**src/rtl/mips_run_monitor.sv**
```systemverilog
// Run controller for the MIPS core: sequences core reset, runs until halt
// (jump-to-self), timeout or abort, and keeps a circular PC/instruction trace.
module mips_run_monitor #(
    parameter int DATA_W       = 32,
    parameter int RESET_CYCLES = 2,
    parameter int TIMEOUT      = 1000,
    parameter int HALT_REPEAT  = 3,
    parameter int TRACE_DEPTH  = 16,
    localparam int TW          = $clog2(TRACE_DEPTH)
) (
    input  logic              clock,
    input  logic              reset,
    input  logic              start,
    input  logic              abort,
    input  logic [DATA_W-1:0] PC,
    input  logic [DATA_W-1:0] instruction,
    output logic              cpu_reset,
    output logic              running,
    output logic              done,
    output logic [1:0]        status,
    output logic [31:0]       cycle_count,
    input  logic [TW-1:0]     trace_addr,
    output logic [DATA_W-1:0] trace_pc,
    output logic [DATA_W-1:0] trace_instr,
    output logic [TW:0]       trace_count,
    output logic [1:0]        fsm_state
);

    typedef enum logic [1:0] {
        IDLE       = 2'd0,
        RESET_HOLD = 2'd1,
        RUN        = 2'd2,
        DONE       = 2'd3
    } state_t;

    localparam logic [1:0] ST_NONE    = 2'b00;
    localparam logic [1:0] ST_HALTED  = 2'b01;
    localparam logic [1:0] ST_TIMEOUT = 2'b10;
    localparam logic [1:0] ST_ABORTED = 2'b11;

    localparam logic [TW:0]  TRACE_FULL = (TW+1)'(TRACE_DEPTH);
    localparam logic [31:0]  HOLD_LAST  = 32'(RESET_CYCLES - 1);
    localparam logic [31:0]  HALT_LIMIT = 32'(HALT_REPEAT);
    localparam logic [31:0]  TIME_LIMIT = 32'(TIMEOUT);

    state_t            state;
    logic [31:0]       hold_cnt;
    logic [31:0]       rep_cnt;
    logic [DATA_W-1:0] prev_pc;
    logic [TW-1:0]     wr_ptr;

    logic [DATA_W-1:0] mem_pc    [TRACE_DEPTH];
    logic [DATA_W-1:0] mem_instr [TRACE_DEPTH];

    logic              take_sample;
    logic [31:0]       next_count;
    logic [31:0]       next_rep;
    logic              halt_hit;
    logic              timeout_hit;
    logic [TW-1:0]     rd_idx;
    logic              rd_valid;

    // The first sample of a run has no predecessor, so it can never extend a repeat.
    always_comb begin
        take_sample = (state == RUN) && !abort;
        next_count  = cycle_count + 32'd1;
        next_rep    = '0;
        if ((cycle_count != 32'd0) && (PC == prev_pc))
            next_rep = rep_cnt + 32'd1;
        halt_hit    = (next_rep == HALT_LIMIT);
        timeout_hit = (next_count == TIME_LIMIT);
        rd_idx      = wr_ptr - trace_count[TW-1:0] + trace_addr;
        rd_valid    = ({1'b0, trace_addr} < trace_count);
    end

    assign fsm_state = state;

    always_ff @(posedge clock or posedge reset) begin
        if (reset) begin
            state       <= IDLE;
            cpu_reset   <= 1'b1;
            running     <= 1'b0;
            done        <= 1'b0;
            status      <= ST_NONE;
            cycle_count <= '0;
            trace_count <= '0;
            hold_cnt    <= '0;
            rep_cnt     <= '0;
            prev_pc     <= '0;
            wr_ptr      <= '0;
            trace_pc    <= '0;
            trace_instr <= '0;
        end else begin
            trace_pc    <= rd_valid ? mem_pc[rd_idx]    : '0;
            trace_instr <= rd_valid ? mem_instr[rd_idx] : '0;

            case (state)
                IDLE, DONE: begin
                    if (start) begin
                        state       <= RESET_HOLD;
                        cpu_reset   <= 1'b1;
                        running     <= 1'b0;
                        done        <= 1'b0;
                        status      <= ST_NONE;
                        cycle_count <= '0;
                        trace_count <= '0;
                        hold_cnt    <= '0;
                        rep_cnt     <= '0;
                        wr_ptr      <= '0;
                    end
                end

                RESET_HOLD: begin
                    if (abort) begin
                        state     <= DONE;
                        cpu_reset <= 1'b1;
                        running   <= 1'b0;
                        done      <= 1'b1;
                        status    <= ST_ABORTED;
                    end else if (hold_cnt == HOLD_LAST) begin
                        state     <= RUN;
                        cpu_reset <= 1'b0;
                        running   <= 1'b1;
                    end else begin
                        hold_cnt  <= hold_cnt + 32'd1;
                    end
                end

                RUN: begin
                    if (abort) begin
                        // Aborting edge discards its sample entirely.
                        state     <= DONE;
                        cpu_reset <= 1'b1;
                        running   <= 1'b0;
                        done      <= 1'b1;
                        status    <= ST_ABORTED;
                    end else begin
                        cycle_count <= next_count;
                        wr_ptr      <= wr_ptr + 1'b1;
                        prev_pc     <= PC;
                        rep_cnt     <= next_rep;
                        if (trace_count != TRACE_FULL)
                            trace_count <= trace_count + 1'b1;
                        if (halt_hit || timeout_hit) begin
                            state     <= DONE;
                            cpu_reset <= 1'b1;
                            running   <= 1'b0;
                            done      <= 1'b1;
                            status    <= halt_hit ? ST_HALTED : ST_TIMEOUT;
                        end
                    end
                end

                default: state <= IDLE;
            endcase
        end
    end

    // Trace storage carries no reset; unwritten entries are masked by trace_count.
    always_ff @(posedge clock) begin
        if (take_sample) begin
            mem_pc[wr_ptr]    <= PC;
            mem_instr[wr_ptr] <= instruction;
        end
    end

endmodule

```
**config.mk**
```make
export PLATFORM = sky130hd
export DESIGN_NAME = mips_run_monitor
export DESIGN_NICKNAME = d
export VERILOG_FILES = /design/src/rtl/mips_run_monitor.sv
export SDC_FILE = /design/constraint.sdc
export NUM_CORES = 1
export LEC_CHECK = 0
export CAP_MARGIN = 20
export CORE_MARGIN = 8
export CORE_UTILIZATION = 28
export DETAILED_ROUTE_END_ITERATION = 8
export PLACE_DENSITY = 0.46
export SYNTH_ARGS = -nofsm -noshare
export SYNTH_HDL_FRONTEND = slang
export SYNTH_SLANG_ARGS = --single-unit
```
**constraint.sdc**
```tcl
create_clock -name clock -period 6.56 [get_ports clock]
set_input_delay 0.656 -clock clock [delete_from_list [all_inputs] [get_ports clock]]
set_output_delay 0.656 -clock clock [all_outputs]
set_load 0.01 [all_outputs]
```
After elaboration in Yosys (flattened, before gate mapping)
Memory sizes are Yosys's and may differ from the RTL's.
Index checks and enable logic that the tools add are counted.
Widths: inputs -> output; s select.
{"block": "word_totals", "ram_bits": 1024, "in_bits": 72, "regBits": 208, "mem_bits_ro": 0, "output_inout_bits": 108, "latchBits": 0, "memories": 2, "elab_cells": 101}
{"block": "op_classes", "add_sub_neg": 7, "n_reduce_logical": 15, "mux": 46, "n_mul": 0, "bitwise_logic": 1, "shifts": 0, "div_mod_pow": 0, "n_lt_le_gt_ge": 1, "n_eq_ne": 16}
{"memory": "mem_instr", "depth": 16, "width": 32, "rd": 1, "rd_ports_with_merged_regs": 0, "write_ports": 1, "line": "53", "text": "logic [DATA_W-1:0] mem_instr [TRACE_DEPTH];"}
{"memory": "mem_pc", "depth": 16, "width": 32, "rd": 1, "rd_ports_with_merged_regs": 0, "write_ports": 1, "line": "52", "text": "logic [DATA_W-1:0] mem_pc [TRACE_DEPTH];"}
{"op": "$mux 32", "n": 8}
{"op": "$pmux 32 s2", "n": 3}
{"op": "$add 32x1->32 const B", "n": 3}
{"op": "$eq 32x1->1 const B", "n": 1}
{"op": "$eq 32x10->1 const B", "n": 1}
{"op": "$eq 32x2->1 const B", "n": 1}
{"op": "$eq 32x32->1", "n": 1}
{"op": "$reduce_bool 32->1", "n": 1}
{"op": "$mux 2", "n": 10}
{"op": "$mux 5", "n": 3}
{"op": "$mux 1", "n": 13}
{"op": "$pmux 2 s3", "n": 2}
{"op": "$ne 2x2->1 const B", "n": 5}
{"op": "$pmux 5 s2", "n": 1}
{"op": "$pmux 1 s3", "n": 3}
{"op": "$reduce_and 3->1", "n": 3}
{"op": "$mux 4", "n": 2}
{"op": "$pmux 4 s2", "n": 1}
{"op": "$reduce_and 4->1", "n": 2}
{"op": "$add 5x1->5 const B", "n": 1}
{"op": "$lt 4x5->1", "n": 1}
{"op": "$ne 5x5->1 const B", "n": 1}
{"op": "$add 4x1->4 const B", "n": 1}
{"op": "$add 4x4->4", "n": 1}
{"op": "other kinds (14)", "n": 17}

Longest topological paths before layout
Gate-level depths: netlist of the first run.
{"block": "depth", "depth_word": 8, "depth_mapped": 12, "ltp_nobuf": 10}

Worst setup path before layout of the first run
No wires, ideal clock.
{"block": "synth_timing", "path_type": "input port to flip-flop", "startpoint": "in trace_addr[1]", "endpoint": "reg trace_instr[15]", "setup_slack_ns": 3.233, "arrival_ns": 3.185, "setup_ns": 0.142, "stages": 9, "path_buffers": 3, "path_cell_list": "inv_1 -> fa_1 -> fa_1 -> clkbuf_1 -> clkbuf_1 -> clkbuf_1 -> mux4_2 -> mux2i_1 -> a211oi_1"}
{"block": "synth_between", "elab_chain_cells": 3, "elab_cells_between_ends": 4}
{"item": "start, declared", "line": "22", "text": "input logic [TW-1:0] trace_addr,"}
{"item": "$add 4x4->4", "line": "72", "text": "rd_idx = wr_ptr - trace_count[TW-1:0] + trace_addr;"}
{"item": "$mem_v2 16x32"}
{"item": "$mux 32 (*)", "line": "95", "text": "trace_instr <= rd_valid ? mem_instr[rd_idx] : '0;"}
{"item": "end signal, assigned", "line": "95"}
{"item": "end, declared", "line": "24", "text": "output logic [DATA_W-1:0] trace_instr,"}
Every way passes the cells marked *; elsewhere a longest branch is shown, timed or not.
A chain may end at the register's enable or synchronous reset.

Worst setup path after layout of the first run
{"block": "layout_timing", "startpoint": "reg wr_ptr[0]", "endpoint": "reg trace_instr[19]"}
{"block": "layout_between", "elab_chain_cells": 4}
{"item": "start, declared", "line": "50", "text": "logic [TW-1:0] wr_ptr;"}
{"item": "start signal, assigned", "line": "139", "text": "wr_ptr <= wr_ptr + 1'b1;"}
{"item": "$sub 4x4->4", "line": "72"}
{"item": "$add 4x4->4", "line": "72"}
{"item": "$mem_v2 16x32"}
{"item": "$mux 32", "line": "95"}
No other way between the ends.

==> impl_metrics.csv, run 1 <==
group,metric,value,unit
die,die_w,437.2,um
logic_synthesis,post_synth_num_cell_types,75,
global_route,first_pass_grt_wire_length,196.7,mm
timing,post-route-min-period,4060,ps
route,vias,26380,
die,dieHeight,437.2,um
placement,detailedPlacementHpwl,75.67,mm
global_route,grt_pass1_vias,27560,
logic_synthesis,cell_type_with_the_largest_total_area_after_synthesis,"edfxtp_1",
power_and_ir_drop,power.ir.vdd_worst,0.6648,mV
critical_path,setup_cp_type,"reg -> reg",
die,die-area,191200,sq um
critical_path,worst-endpoint-required,7170,ps
timing,timing.clock.skew,55.59,ps
clock_network,clk_latency,780,ps
die,pin_count,180,
clock_network,tritoncts,"done",
timing,max-slew-margin-rel,30.26,%
logic_synthesis,synth.ff_latch_count,1232,
logic_synthesis,synthesis.instances,2807,
final_layout,final_layout_size_suffix_gt1_share,18.25,%
timing,clock.fmax,0.2463,GHz
outcome,status,"complete, no violations",
final_layout,fin_nets,3141,
route,via_per_instance_ratio,4.788,
logic_synthesis,synth-edff-count,1024,
placement,port-buffer-count,179,
critical_path,timing.rr.end,"trace_instr[19]$_DFF_PP0_",
route,dr.first_iter.drc_count,1722,
die,core.rowCount,154,
logic_synthesis,post_synth_main_area_contributors,"edfxtp_1, mux4_2, dfrtp_1, a211oi_1, nand2_1",
clock_network,cts_buffers,140,
clock_network,htree_num_levels,4,
worst_hold_path,holdCritPathClass,"in -> async",
final_layout,n_fill_cell,16820,
clock_network,cts.path.max_buffers,3,
route,antenna_violating_nets_post_route,0,
logic_synthesis,yosysWarnings,0,
logic_synthesis,syn_area,49680,sq um
critical_path,crit_arrival,4670,ps
critical_path,setup.reg_to_reg.worst_slack,2500,ps
logic_synthesis,postSynth.asyncResetShare,16.88,%
placement,dpl_cell_area,54570,sq um
final_layout,finalNonFillerCells,5509,
logic_synthesis,share_of_synthesized_area_occupied_by_flip_flops_and_latches,72.38,%
clock_network,holdBufCountCts,0,
flow_run,max-cap-violations,0,
route,dr_pass1_iterations,5,
timing,setup_viol,0,
logic_synthesis,synth_top_area_share,61.90,%
final_layout,postLayoutCellArea,59170,sq um
global_route,grt_max_degree,121,
timing,final-max-slew-violation-count,0,
power_and_ir_drop,power_leakage,0.01953,uW
timing,timing_worst_slew_pin_value,1042,ps
clock_network,cts_setup_buffers,0,
timing,hold_viol_final,0,
clock_network,clockRootBuffer,"clkbuf_16",
logic_synthesis,syn-num-nets,2903,
route,totalWireLength,134.4,mm
timing,rsz0062_at_grt,"no",
global_route,antenna_found_initial,20,
global_route,grt.overflow.total,0,
logic_synthesis,ys_dominant_reg_cell,"edfxtp_1",
critical_path,r2r_cells,12,
route,drc_errors,0,
critical_path,crit_fanout,52,
clock_network,clk_transition_reported_paths,60,ps
clock_network,clock_sinks,1232,
route,wl_per_cell,24.39,um
placement,routabilityCongestion,0.7346,
clock_network,post_cts_resize_count,0,
critical_path,worstSetupStartpointType,"flop",
timing,timing.hold.ws,294.3,ps
die,floorplan.initialDensity,28.18,%
die,design.core.area,176300,sq um
placement,placed_cells,5242,
critical_path,worstReg2RegStart,"wr_ptr[0]$_DFFE_PP0P_",
timing,timing.final.crit_share,61.90,%
timing,fin_setup_tns,0,ps
global_route,track_usage,13.85,%
final_layout,area_growth_syn_to_layout,19.10,%
logic_synthesis,syn_avg_cell_area,17.70,sq um
power_and_ir_drop,power_per_cell_area,476.6,nW/um^2
critical_path,endpoint_kind,"flop",
## per-stage QoR
| step | setup WS, ps | utilization (%) | total power [uW] |
|---|---|---|---|
| 5_1_grt | 2199 | 33.55 | 29830 |
| 6_report | 2500 | 33.56 | 28200 |
| 3_3_place_gp | 1662 | 30.95 | 21090 |
| 2_1_floorplan | 224.8 | - | 17400 |
| 3_5_place_dp | 1710 | 30.95 | 21090 |
| 4_1_cts | 2438 | 33.53 | 28840 |
## worst max path at each step
stage / startpoint / endpoint / slack [ps] / depth (start not counted)
finish: wr_ptr[0]$_DFFE_PP0P_ / trace_instr[19]$_DFF_PP0_ / 2500 / 12
global route: wr_ptr[0]$_DFFE_PP0P_ / trace_instr[19]$_DFF_PP0_ / 2200 / 12
global placement: trace_addr[1] / trace_instr[19]$_DFF_PP0_ / 1660 / 10
CTS: wr_ptr[0]$_DFFE_PP0P_ / trace_pc[11]$_DFF_PP0_ / 2440 / 12
detailed placement: trace_addr[1] / trace_instr[19]$_DFF_PP0_ / 1710 / 10
floorplan: reset / cycle_count[0]$_DFFE_PP0P_ / 220 / 1
## where the power goes
group	switching [uW]	internal (uW)	total, uW	leakage, uW
clock network	3290	4350	7640	0.00221
logic	6240	5130	11400	0.00531
registers	248	8940	9190	0.0120
## worst max-delay path, cell delays in order (launching register included)
cell,delay [ps]
dfrtp_1,450
inv_1,110
ha_1,280
inv_1,80
ha_4,130
inv_1,50
fa_4,1220
buf_12,330
buf_12,340
mux4_2,360
nor2b_1,140
a211oi_1,240
a211oi_1,80
## state kept, by name, indices dropped and copies added, names as in the netlist, 32 cells and up
signal	flops
cycle_count	32
hold_cnt	32
mem_instr	512
mem_pc	512
prev_pc	32
rep_cnt	32
trace_instr	32
trace_pc	32
## layout by cell type, fill, tap and decap left out, types with 20 or more instances in the layout
master              n
edfxtp_1         1024
mux4_2            256
dfrtp_1           207
nand2_1           194
clkdlybuf4s50_1   179
clkbuf_16         141
a211oi_1          132
o21ai_0           100
nor2_1             80
buf_4              68
mux2i_1            66
nor2b_1            65
xnor2_1            59
nand3_1            44
nand4_1            44
clkbuf_1           43
inv_1              35
a21oi_1            33
nor3_1             26
o31ai_1            24
clkbuf_8           21
xor2_1             20
ha_1               20
## layout make-up
type / instances / area [sq um] / share of cell area (%)
diodes: 8 / 20.02 / 0.03384
repair buffers: 259 / 2550 / 4.310
clock inverters: 53 / 570.5 / 0.9643
flip-flops and latches: 1232 / 35960 / 60.77
inverters: 36 / 142.6 / 0.2411
multi-input cells: 1376 / 13020 / 22.01
clock buffers: 205 / 3979 / 6.725
well taps: 2340 / 2928 / 4.948
## cells in the mapped netlist (44+ instances only)
| cell type | instances |
|---|---|
| a211oi_1 | 132 |
| clkbuf_1 | 111 |
| dfrtp_1 | 207 |
| edfxtp_1 | 1024 |
| mux2i_1 | 66 |
| mux4_2 | 256 |
| nand2_1 | 195 |
| nand3_1 | 44 |
| nand4_1 | 44 |
| nor2_1 | 81 |
| nor2b_1 | 66 |
| o21ai_0 | 100 |
| xnor2_1 | 60 |
## per-layer routing
layer	vias to the layer above	share of wire, %	wire [um]	GRT usage (%)
met4	16	1.7	2289	3.086
met1	13960	45	60980	18.81
met2	536	48	64150	22.61
met5	-	0.074	100	0
li1	11690	-	-	-
met3	168	5.1	6859	3.351
## cells by family after synthesis
logic type	share of synthesized area, %
fa+ha+maj	0.6498
simple gates	6.198
xor+xnor	1.428
flops	72.38
mux	12.97
compound gates	4.760
buf+inv	1.622
(Power assumes the default switching activity.)
==> run 2, diff against run 1 <==
PLACE_DENSITY = 0.45   (was 0.46)
clock period = 3.8 ns   (was 6.56 ns; I/O delays follow)
==> run 2 against run 1 <==
- maximum frequency increased by 18%
- clock power increased by 81%
- register-to-register slack got worse by 2100 ps
- sequential share of layout area decreased by 1.7 points
- non-clock buffer count increased by 126
- wire length increased by 3.6%
- critical path type unchanged
- critical endpoint is now status[0]$_DFFE_PP0P_
- highest routed layer unchanged
==> impl_metrics.csv, run 2 (synthesis results as in run 1) <==
group,metric,value,unit
route,wl_per_cell,24.72,um
placement,detailedPlacementHpwl,81.74,mm
route,vias,27050,
die,die-area,191200,sq um
final_layout,reg_top3,"mem_instr: 512 flops, mem_pc: 512 flops",
worst_hold_path,holdCritPathClass,"in -> async",
clock_network,tritoncts,"done",
timing,clock.fmax,0.2909,GHz
clock_network,cts_buffers,140,
placement,port-buffer-count,179,
clock_network,cts_setup_buffers,0,
route,dr_pass1_iterations,5,
clock_network,clock_sinks,1232,
critical_path,r2r_cells,10,
power_and_ir_drop,power.ir.vdd_worst,0.7758,mV
final_layout,fin_nets,3267,
critical_path,worstSetupStartpointType,"flop",
global_route,grt_pass1_vias,28380,
die,dieHeight,437.2,um
route,totalWireLength,139.3,mm
global_route,antenna_found_initial,10,
timing,final-max-slew-violation-count,0,
clock_network,cts.path.max_buffers,3,
route,via_per_instance_ratio,4.802,
critical_path,worst-endpoint-required,4440,ps
timing,hold_viol_final,0,
final_layout,final_layout_size_suffix_gt1_share,21.70,%
clock_network,holdBufCountCts,0,
timing,max-slew-margin-rel,30.62,%
power_and_ir_drop,power_leakage,0.02042,uW
route,drc_errors,0,
route,antenna_violating_nets_post_route,0,
die,pin_count,180,
global_route,track_usage,14.34,%
clock_network,clk_transition_reported_paths,60,ps
final_layout,area_growth_syn_to_layout,22.61,%
final_layout,layout.cells.most_common_list,"edfxtp_1, mux4_2, dfrtp_1, nand2_1, clkdlybuf4s50_1",
route,dr.first_iter.drc_count,2012,
critical_path,endpoint_kind,"flop",
die,core.rowCount,154,
timing,timing_worst_slew_pin_value,1041,ps
timing,setup_viol,0,
placement,pre_cts_slack,-181.1,ps
flow_run,max-cap-violations,0,
final_layout,final_core_density,34.55,%
timing,timing.hold.ws,220.6,ps
clock_network,clk_latency,770,ps
die,design.core.area,176300,sq um
critical_path,crit_arrival,4080,ps
global_route,grt_max_degree,49,
timing,timing.final.crit_share,90.46,%
placement,dpl_cell_area,56180,sq um
die,floorplan.initialDensity,28.18,%
power_and_ir_drop,power_per_cell_area,849.9,nW/um^2
final_layout,postLayoutCellArea,60910,sq um
critical_path,setup.reg_to_reg.worst_slack,360,ps
timing,post-route-min-period,3438,ps
outcome,status,"complete, no violations",
final_layout,commonest_non_fill_non_tap_cell_in_the_layout,"edfxtp_1",
power_and_ir_drop,p_total,51770,uW
final_layout,n_fill_cell,16730,
timing,rsz0062_at_grt,"no",
global_route,grt.overflow.total,0,
placement,routabilityCongestion,0.7471,
timing,layout_setup_ws,362.4,ps
global_route,first_pass_grt_wire_length,203.1,mm
die,die_w,437.2,um
clock_network,htree_num_levels,4,
critical_path,setup_cp_type,"reg -> reg",
critical_path,crit_fanout,9,
clock_network,post_cts_resize_count,0,
clock_network,clockRootBuffer,"clkbuf_16",
timing,timing.clock.skew,21.37,ps
## run 2: cell count changes in the layout (fill, tap and decap cells not counted), moves of 5 or more
cell and change:
buf_12 +53, bufinv_16 +11, diode_2 -5, buf_4 +74, clkinv_16 -9, clkbuf_8 -5
clkinv_1 -8
## run 2: cell type report
type	instances	area [sq um]	area share, %
diodes	3	7.507	0.01232
clock buffers	203	3985	6.542
clock inverters	58	735.7	1.208
inverters	36	138.9	0.2280
multi-input cells	1376	13020	21.38
flip-flops and latches	1232	35960	59.03
well taps	2340	2928	4.807
repair buffers	385	4139	6.795
## run 2: stage by stage
stage | TNS (ps) | instances
6_report | 0 | 5633
3_5_place_dp | -1786 | 5369
5_1_grt | 0 | 5631
4_1_cts | 0 | 5630
3_3_place_gp | -2489 | 5369
2_1_floorplan | 0 | 2807
## run 2: report_power, final
| part | switching, uW | internal [uW] | leakage [uW] |
|---|---|---|---|
| Combinational | 11300 | 10800 | 0.00610 |
| Sequential | 412 | 15400 | 0.0120 |
| Clock | 5590 | 8240 | 0.00231 |
## run 2: final timing paths
check | from | endpoint
max | cycle_count[0]$_DFFE_PP0P_ | status[0]$_DFFE_PP0P_
min | reset | trace_pc[30]$_DFF_PP0_
max reg2reg | cycle_count[0]$_DFFE_PP0P_ | status[0]$_DFFE_PP0P_
min reg2reg | prev_pc[11]$_DFFE_PP0P_ | prev_pc[11]$_DFFE_PP0P_
max in group asynchronous | reset | rep_cnt[28]$_DFFE_PP0P_
min in group clock | PC[8] | prev_pc[8]$_DFFE_PP0P_
## run 2: critical path, stage by stage (launching register included)
cell      delay (ps)
dfrtp_1          350
ha_1             340
nand4_1          210
or4_4            650
buf_4            190
or3_1            410
a211oi_1         280
o22ai_1          190
o21ai_2          210
o21ba_4          180
mux2_4           290
## run 2: routing by layer
layer | track usage [%] | wire length (um)
met1 | 19.70 | 63840
met2 | 23.62 | 67250
met3 | 2.661 | 5413
met4 | 3.477 | 2715
met5 | 0 | 41
==> run 3, diff against run 2 <==
CTS_CLUSTER_SIZE = 28   (was not set)
SETUP_SLACK_MARGIN = 0.15   (was not set)
SLEW_MARGIN = 20   (was not set)
==> run 3 against run 2 <==
- utilization hardly changed
- via count about the same
- maximum frequency hardly changed
- clock power about the same
- setup slack better by 0.93 ps
==> impl_metrics.csv, run 3 (synthesis results as in run 1) <==
group,metric,value,unit
critical_path,worst-endpoint-required,4440,ps
final_layout,area_growth_syn_to_layout,22.62,%
power_and_ir_drop,power.ir.vdd_worst,0.7759,mV
worst_hold_path,holdCritPathClass,"in -> async",
die,design.core.area,176300,sq um
die,die_w,437.2,um
route,drc_errors,0,
timing,rsz0062_at_grt,"no",
clock_network,clk_latency,770,ps
global_route,antenna_found_initial,10,
critical_path,crit_arrival,4080,ps
die,die-area,191200,sq um
die,dieHeight,437.2,um
route,totalWireLength,139.2,mm
global_route,grt_max_degree,49,
final_layout,final_layout_size_suffix_gt1_share,21.73,%
timing,setup_viol,0,
power_and_ir_drop,power_per_cell_area,849.9,nW/um^2
clock_network,tritoncts,"done",
route,vias,27060,
power_and_ir_drop,power_leakage,0.02042,uW
route,dr_pass1_iterations,5,
timing,fin_setup_tns,0,ps
route,via_per_instance_ratio,4.803,
route,antenna_violating_nets_post_route,0,
placement,routabilityCongestion,0.7471,
die,pin_count,180,
final_layout,n_fill_cell,16730,
clock_network,htree_num_levels,4,
critical_path,worstSetupStartpointType,"flop",
clock_network,cts.path.max_buffers,3,
global_route,first_pass_grt_wire_length,203.1,mm
critical_path,endpoint_kind,"flop",
timing,timing.final.crit_share,90.44,%
flow_run,max-cap-violations,0,
global_route,grt_pass1_vias,28380,
final_layout,commonest_non_fill_non_tap_cell_in_the_layout,"edfxtp_1",
final_layout,reg_top3,"mem_instr: 512 flops, mem_pc: 512 flops",
final_layout,fin_nets,3267,
global_route,track_usage,14.34,%
timing,timing_worst_slew_pin_value,1040,ps
critical_path,crit_fanout,9,
clock_network,cts_buffers,140,
clock_network,clock_sinks,1232,
timing,timing.hold.ws,220.4,ps
timing,timing.clock.skew,21.40,ps
route,wl_per_cell,24.72,um
final_layout,final_core_density,34.55,%
timing,max-slew-margin-rel,30.67,%
die,floorplan.initialDensity,28.18,%
placement,detailedPlacementHpwl,81.74,mm
placement,port-buffer-count,179,
clock_network,clk_transition_reported_paths,60,ps
outcome,status,"complete, no violations",
clock_network,clockRootBuffer,"clkbuf_16",
final_layout,layout.cells.most_common_list,"edfxtp_1, mux4_2, dfrtp_1, nand2_1, clkdlybuf4s50_1",
route,dr.first_iter.drc_count,2027,
critical_path,setup_cp_type,"reg -> reg",
timing,post-route-min-period,3437,ps
timing,clock.fmax,0.2910,GHz
timing,final-max-slew-violation-count,0,
timing,hold_viol_final,0,
global_route,grt.overflow.total,0,
die,core.rowCount,154,
run 3: final cells by class:
| cell class | instances | area (sq um) | area share, % |
|---|---|---|---|
| repair buffers | 385 | 4139 | 6.795 |
| multi-input cells | 1376 | 13030 | 21.38 |
| clock inverters | 58 | 735.7 | 1.208 |
| inverters | 36 | 138.9 | 0.2280 |
| clock buffers | 203 | 3985 | 6.542 |
| diodes | 3 | 7.507 | 0.01232 |
| well taps | 2340 | 2928 | 4.806 |
| flip-flops and latches | 1232 | 35960 | 59.03 |
run 3: what timing repair did:
action	in CTS	in global routing
endpoints found under the setup margin	0	1
hold endpoints to repair	0	0
buffers inserted	0	0
resized for setup	0	1
hold buffers	0	0
run 3: report_power, final:
| group | switching (uW) | internal [uW] |
|---|---|---|
| registers | 412 | 15400 |
| logic | 11300 | 10800 |
| clock network | 5600 | 8240 |
run 3: worst max-delay path: stages, from the launching register on:
cell,delay [ps]
dfrtp_1,350
ha_1,340
nand4_1,210
or4_4,650
buf_4,190
or3_1,410
a211oi_1,280
o22ai_1,190
o21ai_2,210
o21ba_4,180
mux2_4,290
run 3: stage by stage:
step | worst slack, ps | power (uW) | instances | instance area (sq um)
6_report | 363.3 | 51770 | 5633 | 60920
3_3_place_gp | -192.0 | 38820 | 5369 | 56180
5_1_grt | 196.5 | 54610 | 5631 | 60910
3_5_place_dp | -181.1 | 38870 | 5369 | 56180
4_1_cts | 317.0 | 52900 | 5630 | 60900
2_1_floorplan | 494.3 | 30030 | 2807 | 49680
run 3: final timing paths:
kind,from,endpoint,slack [ps],cells past startpoint
max,cycle_count[0]$_DFFE_PP0P_,status[0]$_DFFE_PP0P_,360,10
min,reset,trace_pc[30]$_DFF_PP0_,220,2
max reg2reg,cycle_count[0]$_DFFE_PP0P_,status[0]$_DFFE_PP0P_,360,10
min reg2reg,prev_pc[11]$_DFFE_PP0P_,prev_pc[11]$_DFFE_PP0P_,490,2
max in group asynchronous,reset,rep_cnt[28]$_DFFE_PP0P_,2610,3
min in group clock,PC[8],prev_pc[8]$_DFFE_PP0P_,350,3
run 3: metal layers:
metal  track usage, %  share of wire, %  vias to the layer above
met2            23.62                48                      549
met4            3.477               1.9                        6
li1                 -                 -                    11980
met5                0             0.029                        -
met3            2.661               3.9                      169
met1            19.70                46                    14360
==> RTL edit 1, RTL diff (flow settings as in run 3) <==
Put one more register stage on the output `cycle_count`, cleared by the reset. The value now appears one clock later. The other outputs are not delayed to match.
--- a/src/rtl/mips_run_monitor.sv
+++ b/src/rtl/mips_run_monitor.sv
@@ -45,2 +45,4 @@
 
+    logic [31:0] cycle_count_s0;
+
     state_t            state;
@@ -65,5 +67,5 @@
         take_sample = (state == RUN) && !abort;
-        next_count  = cycle_count + 32'd1;
+        next_count  = cycle_count_s0 + 32'd1;
         next_rep    = '0;
-        if ((cycle_count != 32'd0) && (PC == prev_pc))
+        if ((cycle_count_s0 != 32'd0) && (PC == prev_pc))
             next_rep = rep_cnt + 32'd1;
@@ -84,3 +86,3 @@
             status      <= ST_NONE;
-            cycle_count <= '0;
+            cycle_count_s0 <= '0;
             trace_count <= '0;
@@ -104,3 +106,3 @@
                         status      <= ST_NONE;
-                        cycle_count <= '0;
+                        cycle_count_s0 <= '0;
                         trace_count <= '0;
@@ -137,3 +139,3 @@
                     end else begin
-                        cycle_count <= next_count;
+                        cycle_count_s0 <= next_count;
                         wr_ptr      <= wr_ptr + 1'b1;
@@ -166,2 +168,10 @@
 
+    always_ff @(posedge clock or posedge reset) begin
+        if (reset) begin
+            cycle_count <= '0;
+        end else begin
+            cycle_count <= cycle_count_s0;
+        end
+    end
+
 endmodule
Formal check against the unedited RTL: same outputs for any inputs over 4 cycles, from zero or initial values and one cycle with reset high; that may be too few to reach the edited logic, so the function may still have changed.
==> RTL edit 1 against run 3 <==
Synthesized cell count decreased by 0.57%. Worst setup slack worse by 0.12 ns. Sequential cell count up 32. Die area increased by 1.0%. Wire length decreased by 2.7%. Design area is 1.4% higher. Total power is 6.6% lower. Synthesized area up 1.1%. Utilization increased by 0.11 points. Critical endpoint unchanged. Largest cell class unchanged. Highest routed layer unchanged.
==> RTL edit 1: results (changes against run 3) <==
timing:
  fin_worst_skew_ns: 0.0539  # was 0.0214 ns
  whs_ns: 0.170  # was 0.220 ns
  worst_slew_pin_slew_ns: 1.08  # was 1.04 ns
  fin_crit_sh_pct: 93.5  # was 90.4%
pwr:
  peakVddDrop_mv: 0.572  # was 0.776 mV
  comb_power_share_pct: 37.9  # was 42.7%
  p_clk_share_pct: 28.8  # was 26.7%
  switching_power_w: 0.0156  # was 0.0173 W
  leakage_nw: 21.0  # was 20.4 nW
placed_design:
  dpl.cell_count: 5401  # was 5369
  placed_area_mm2: 0.0570  # was 0.0562 mm2
  gp_congestion: 0.726  # was 0.747
synthesis:
  synth-xor-area-share_pct: 1.59  # was 1.43%
  synth_cells: 2791  # was 2807
  synth_commonest_cells: "edfxtp_1, mux4_2, dfrtp_1, nand2_1, a211oi_1"  # unchanged
  synth_area_leaders: "edfxtp_1, dfrtp_1, mux4_2"  # was edfxtp_1, mux4_2, dfrtp_1
  syn-num-nets: 2887  # was 2903
  synthMuxAreaShare_pct: 12.9  # was 13.0%
  synthAdderAreaFrac_pct: 0.643  # was 0.650%
  synth-seq-area-share_pct: 73.2  # was 72.4%
  synth-compound-area-share_pct: 4.46  # was 4.76%
cts:
  ctsResizeCount: 1  # was 0
  numCtsBuffers: 142  # was 140
global_routing:
  grt_pass1_vias: 28100  # was 28400
  grt_max_degree: 70  # was 49
  grt_antenna_before_repair: 9  # was 10
  grt_pass1_wl_um: 199000  # was 203000 um
  grtUsageMet3_pct: 2.45  # was 2.66%
  gr-usage-met2_pct: 23.6  # about the same
routing:
  dr.pass1.iters: 6  # was 5
  met1_length_um: 59900  # was 63800 um
  wl_per_cell_um: 23.9  # was 24.7 um
  num_vias: 26700  # was 27100
  drt_first_iter_violations: 1743  # was 2027
final_layout:
  nets: 3286  # was 3267
  final_cells: 5667  # was 5633
  multiInputGateArea_mm2: 0.0128  # was 0.0130 mm2
  drive_gt1_share_pct: 22.8  # was 21.7%
setup_path:
  critPathSlowestCell: "or4_1"  # was or4_4
  critical_path.startpoint: "prev_pc[31]"  # was cycle_count[0]
  max_stage_delay_ns: 0.53  # was 0.65 ns
  r2r_cells: 9  # was 10
  path_max_fanout: 4  # was 9
outcome:
  status: "complete, no violations"  # unchanged
RTL edit 1: cell count changes after synthesis, moves of 5 or more:
cell,before,now
dfrtp_1,207,239
nor2_1,81,58
and4_1,18,4
nand3_1,44,35
xor2_1,21,30
a31oi_1,13,20
clkbuf_1,111,118
nor3_1,26,20
nor4_1,19,24
o21ai_0,100,105
o31ai_1,24,19
RTL edit 1: area by class of cell:
type	instances	share of cell area, %
inverter	32	0.201
clock buffer	197	6.40
multi-input combinational	1332	20.7
antenna	3	0.0122
clock inverter	66	1.34
timing repair buffer	418	7.04
tap	2355	4.77
sequential	1264	59.5
RTL edit 1: worst register-to-register path: cells and delay by family, from the launching register on:
kind | cells | cell delay, ns
AND/OR/NAND/NOR | 5 | 1.88
flip-flops | 1 | 0.38
buffers and inverters | 1 | 0.18
XOR/XNOR | 1 | 0.49
AO/OA/AOI/OAI | 2 | 0.52
==> RTL edit 2, RTL diff (settings of run 3) <==
Made on the original files. Change the parameter `TIMEOUT` from 1000 to 750.
--- a/src/rtl/mips_run_monitor.sv
+++ b/src/rtl/mips_run_monitor.sv
@@ -5,3 +5,3 @@
     parameter int RESET_CYCLES = 2,
-    parameter int TIMEOUT      = 1000,
+    parameter int TIMEOUT      = 750,
     parameter int HALT_REPEAT  = 3,
Behaviour: no difference found for any inputs over 4 cycles, from zero or initial values and one cycle with reset high; that may be too few to reach the edited logic, so the function may still have changed.
==> RTL edit 2 against run 3 <==
Design area decreased by 0.37%. Critical path depth shrank 2. Synthesized area increased by 0.38%. Total power decreased by 6.5%. Wire length fell by 0.57%. Final cell count is 0.12% higher. Sequential cell count is the same. Worst setup slack better by 0.086 ns. Largest power group unchanged.
==> RTL edit 2: results (changes against run 3) <==
global_routing:
  grt_max_degree: 67  # was 49
  track_usage_pct: 14.3  # about the same
  gr-usage-met2_pct: 24.5  # was 23.6%
  grtUsageMet3_pct: 2.52  # was 2.66%
  grt_pass1_wl_um: 202000  # was 203000 um
  grt_antenna_before_repair: 13  # was 10
  grt_pass1_vias: 28200  # was 28400
  met1_usage_pct: 19.0  # was 19.7%
placed_design:
  dpl.cell_count: 5387  # was 5369
  hpwl_um: 82700  # was 81700 um
  gp_congestion: 0.754  # was 0.747
  post-place-ws_ns: -0.0506  # was -0.181 ns
final_layout:
  final_cells: 5640  # was 5633
  largestRegisters: "mem_instr (512), mem_pc (512)"  # unchanged
  nets: 3268  # was 3267
  drive_gt1_share_pct: 21.3  # was 21.7%
  nFillCells: 17000  # was 16700
setup_path:
  arrival_ns: 4.02  # was 4.08 ns
  path_max_fanout: 10  # was 9
  max_stage_delay_ns: 0.58  # was 0.65 ns
  critPathSlowestCell: "or4_1"  # was or4_4
synthesis:
  syn-num-nets: 2929  # was 2903
  synth_commonest_cells: "edfxtp_1, mux4_2, dfrtp_1, nand2_1, clkbuf_1"  # was edfxtp_1, mux4_2, dfrtp_1, nand2_1, a211oi_1
  synth_cell_types: 71  # was 75
  synth_cells: 2833  # was 2807
  synth_area_leaders: "edfxtp_1, mux4_2, dfrtp_1"  # unchanged
  synth-seq-area-share_pct: 72.1  # was 72.4%
cts:
  clk_latency_ns: 0.77  # about the same
  numCtsBuffers: 138  # was 140
pwr:
  leakage_nw: 20.3  # was 20.4 nW
  swShare_pct: 32.9  # was 33.4%
  peakVddDrop_mv: 0.633  # was 0.776 mV
routing:
  num_vias: 26900  # was 27100
  routed_wl_um: 138000  # was 139000 um
  drt_first_iter_violations: 1866  # was 2027
timing:
  fin_worst_skew_ns: 0.0245  # was 0.0214 ns
  slew_headroom_pct: 35.1  # was 30.7%
hold_path:
  min_path_type: "input pin to async pin"  # unchanged
outcome:
  status: "complete, no violations"  # unchanged
-- RTL edit 2: changes by cell type in the layout (fill, tap and decap cells not counted), moves of 6 or more --
cell / run 3 / this run
xor2_1: 20 / 53
a21oi_1: 33 / 20
o21ai_0: 100 / 88
buf_4: 142 / 130
clkbuf_1: 43 / 51
xnor2_1: 59 / 31
and4_1: 18 / 12
a31oi_1: 13 / 20
nor4_1: 19 / 33
bufinv_16: 13 / 4
-- RTL edit 2: routing by layer --
metal,share of wire (%),vias up
li1,-,12000
met1,45,14200
met2,50,487
met3,3.7,160
met4,1.7,8
met5,0.040,-
-- RTL edit 2: worst paths after layout --
kind                                start           end  slack [ns]  cells past startpoint
min reg2reg                     cpu_reset     cpu_reset        0.48                      2
max in group asynchronous           reset    rep_cnt[0]        2.74                      3
max reg2reg                cycle_count[6]     status[1]        0.45                      8
min                                 reset  hold_cnt[27]        0.15                      2
min in group clock                  PC[7]    prev_pc[7]        0.32                      3
max                        cycle_count[6]     status[1]        0.45                      8
-- RTL edit 2: power groups by stage --
stage | sequential [W] | combinational, W | clock [W]
3_5_place_dp | 0.0161 | 0.0204 | 0
4_1_cts | 0.0158 | 0.0204 | 0.0132
6_report | 0.0158 | 0.0198 | 0.0128
5_1_grt | 0.0159 | 0.0215 | 0.0137
2_1_floorplan | 0.0160 | 0.0124 | 0
3_3_place_gp | 0.0161 | 0.0203 | 0
-- RTL edit 2: final cells by class --
class	instances	area (um2)	share of cell area (%)
clock inverters	48	409	0.674
flip-flops and latches	1232	36000	59.2
well taps	2355	2950	4.85
repair buffers	377	4130	6.80
diodes	1	2.50	0.00412
clock buffers	204	3900	6.42
multi-input cells	1387	13200	21.8
inverters	36	139	0.229
-- RTL edit 2: metrics by stage --
step	TNS, ns	power [W]	area (um2)
after global routing	0	0.0511	60700
after global placement	-0.373	0.0365	56400
final	0	0.0484	60700
after detailed placement	-0.283	0.0365	56400
after CTS	0	0.0495	60700
after floorplan	0	0.0285	49900
-- RTL edit 2: cell families (layout without fill, tap and decap cells) --
kind of cell	count (synthesis)	count (layout)	share of synthesized area [%]
other	0	1	0
AOI/OAI and AO/OA	346	346	4.75
buffers and inverters	214	665	1.66
DFF	1232	1232	72.1
muxes	327	327	13.0
and+or+nand+nor	604	604	6.34
adders and majority gates	24	24	0.647
xor gates and xnor gates	86	86	1.51
-- RTL edit 2: what timing repair did --
action | 4_1_cts | 5_1_grt
endpoints found under the setup margin | 0 | 5
setup buffers | 0 | 0
resized for setup | 0 | 2
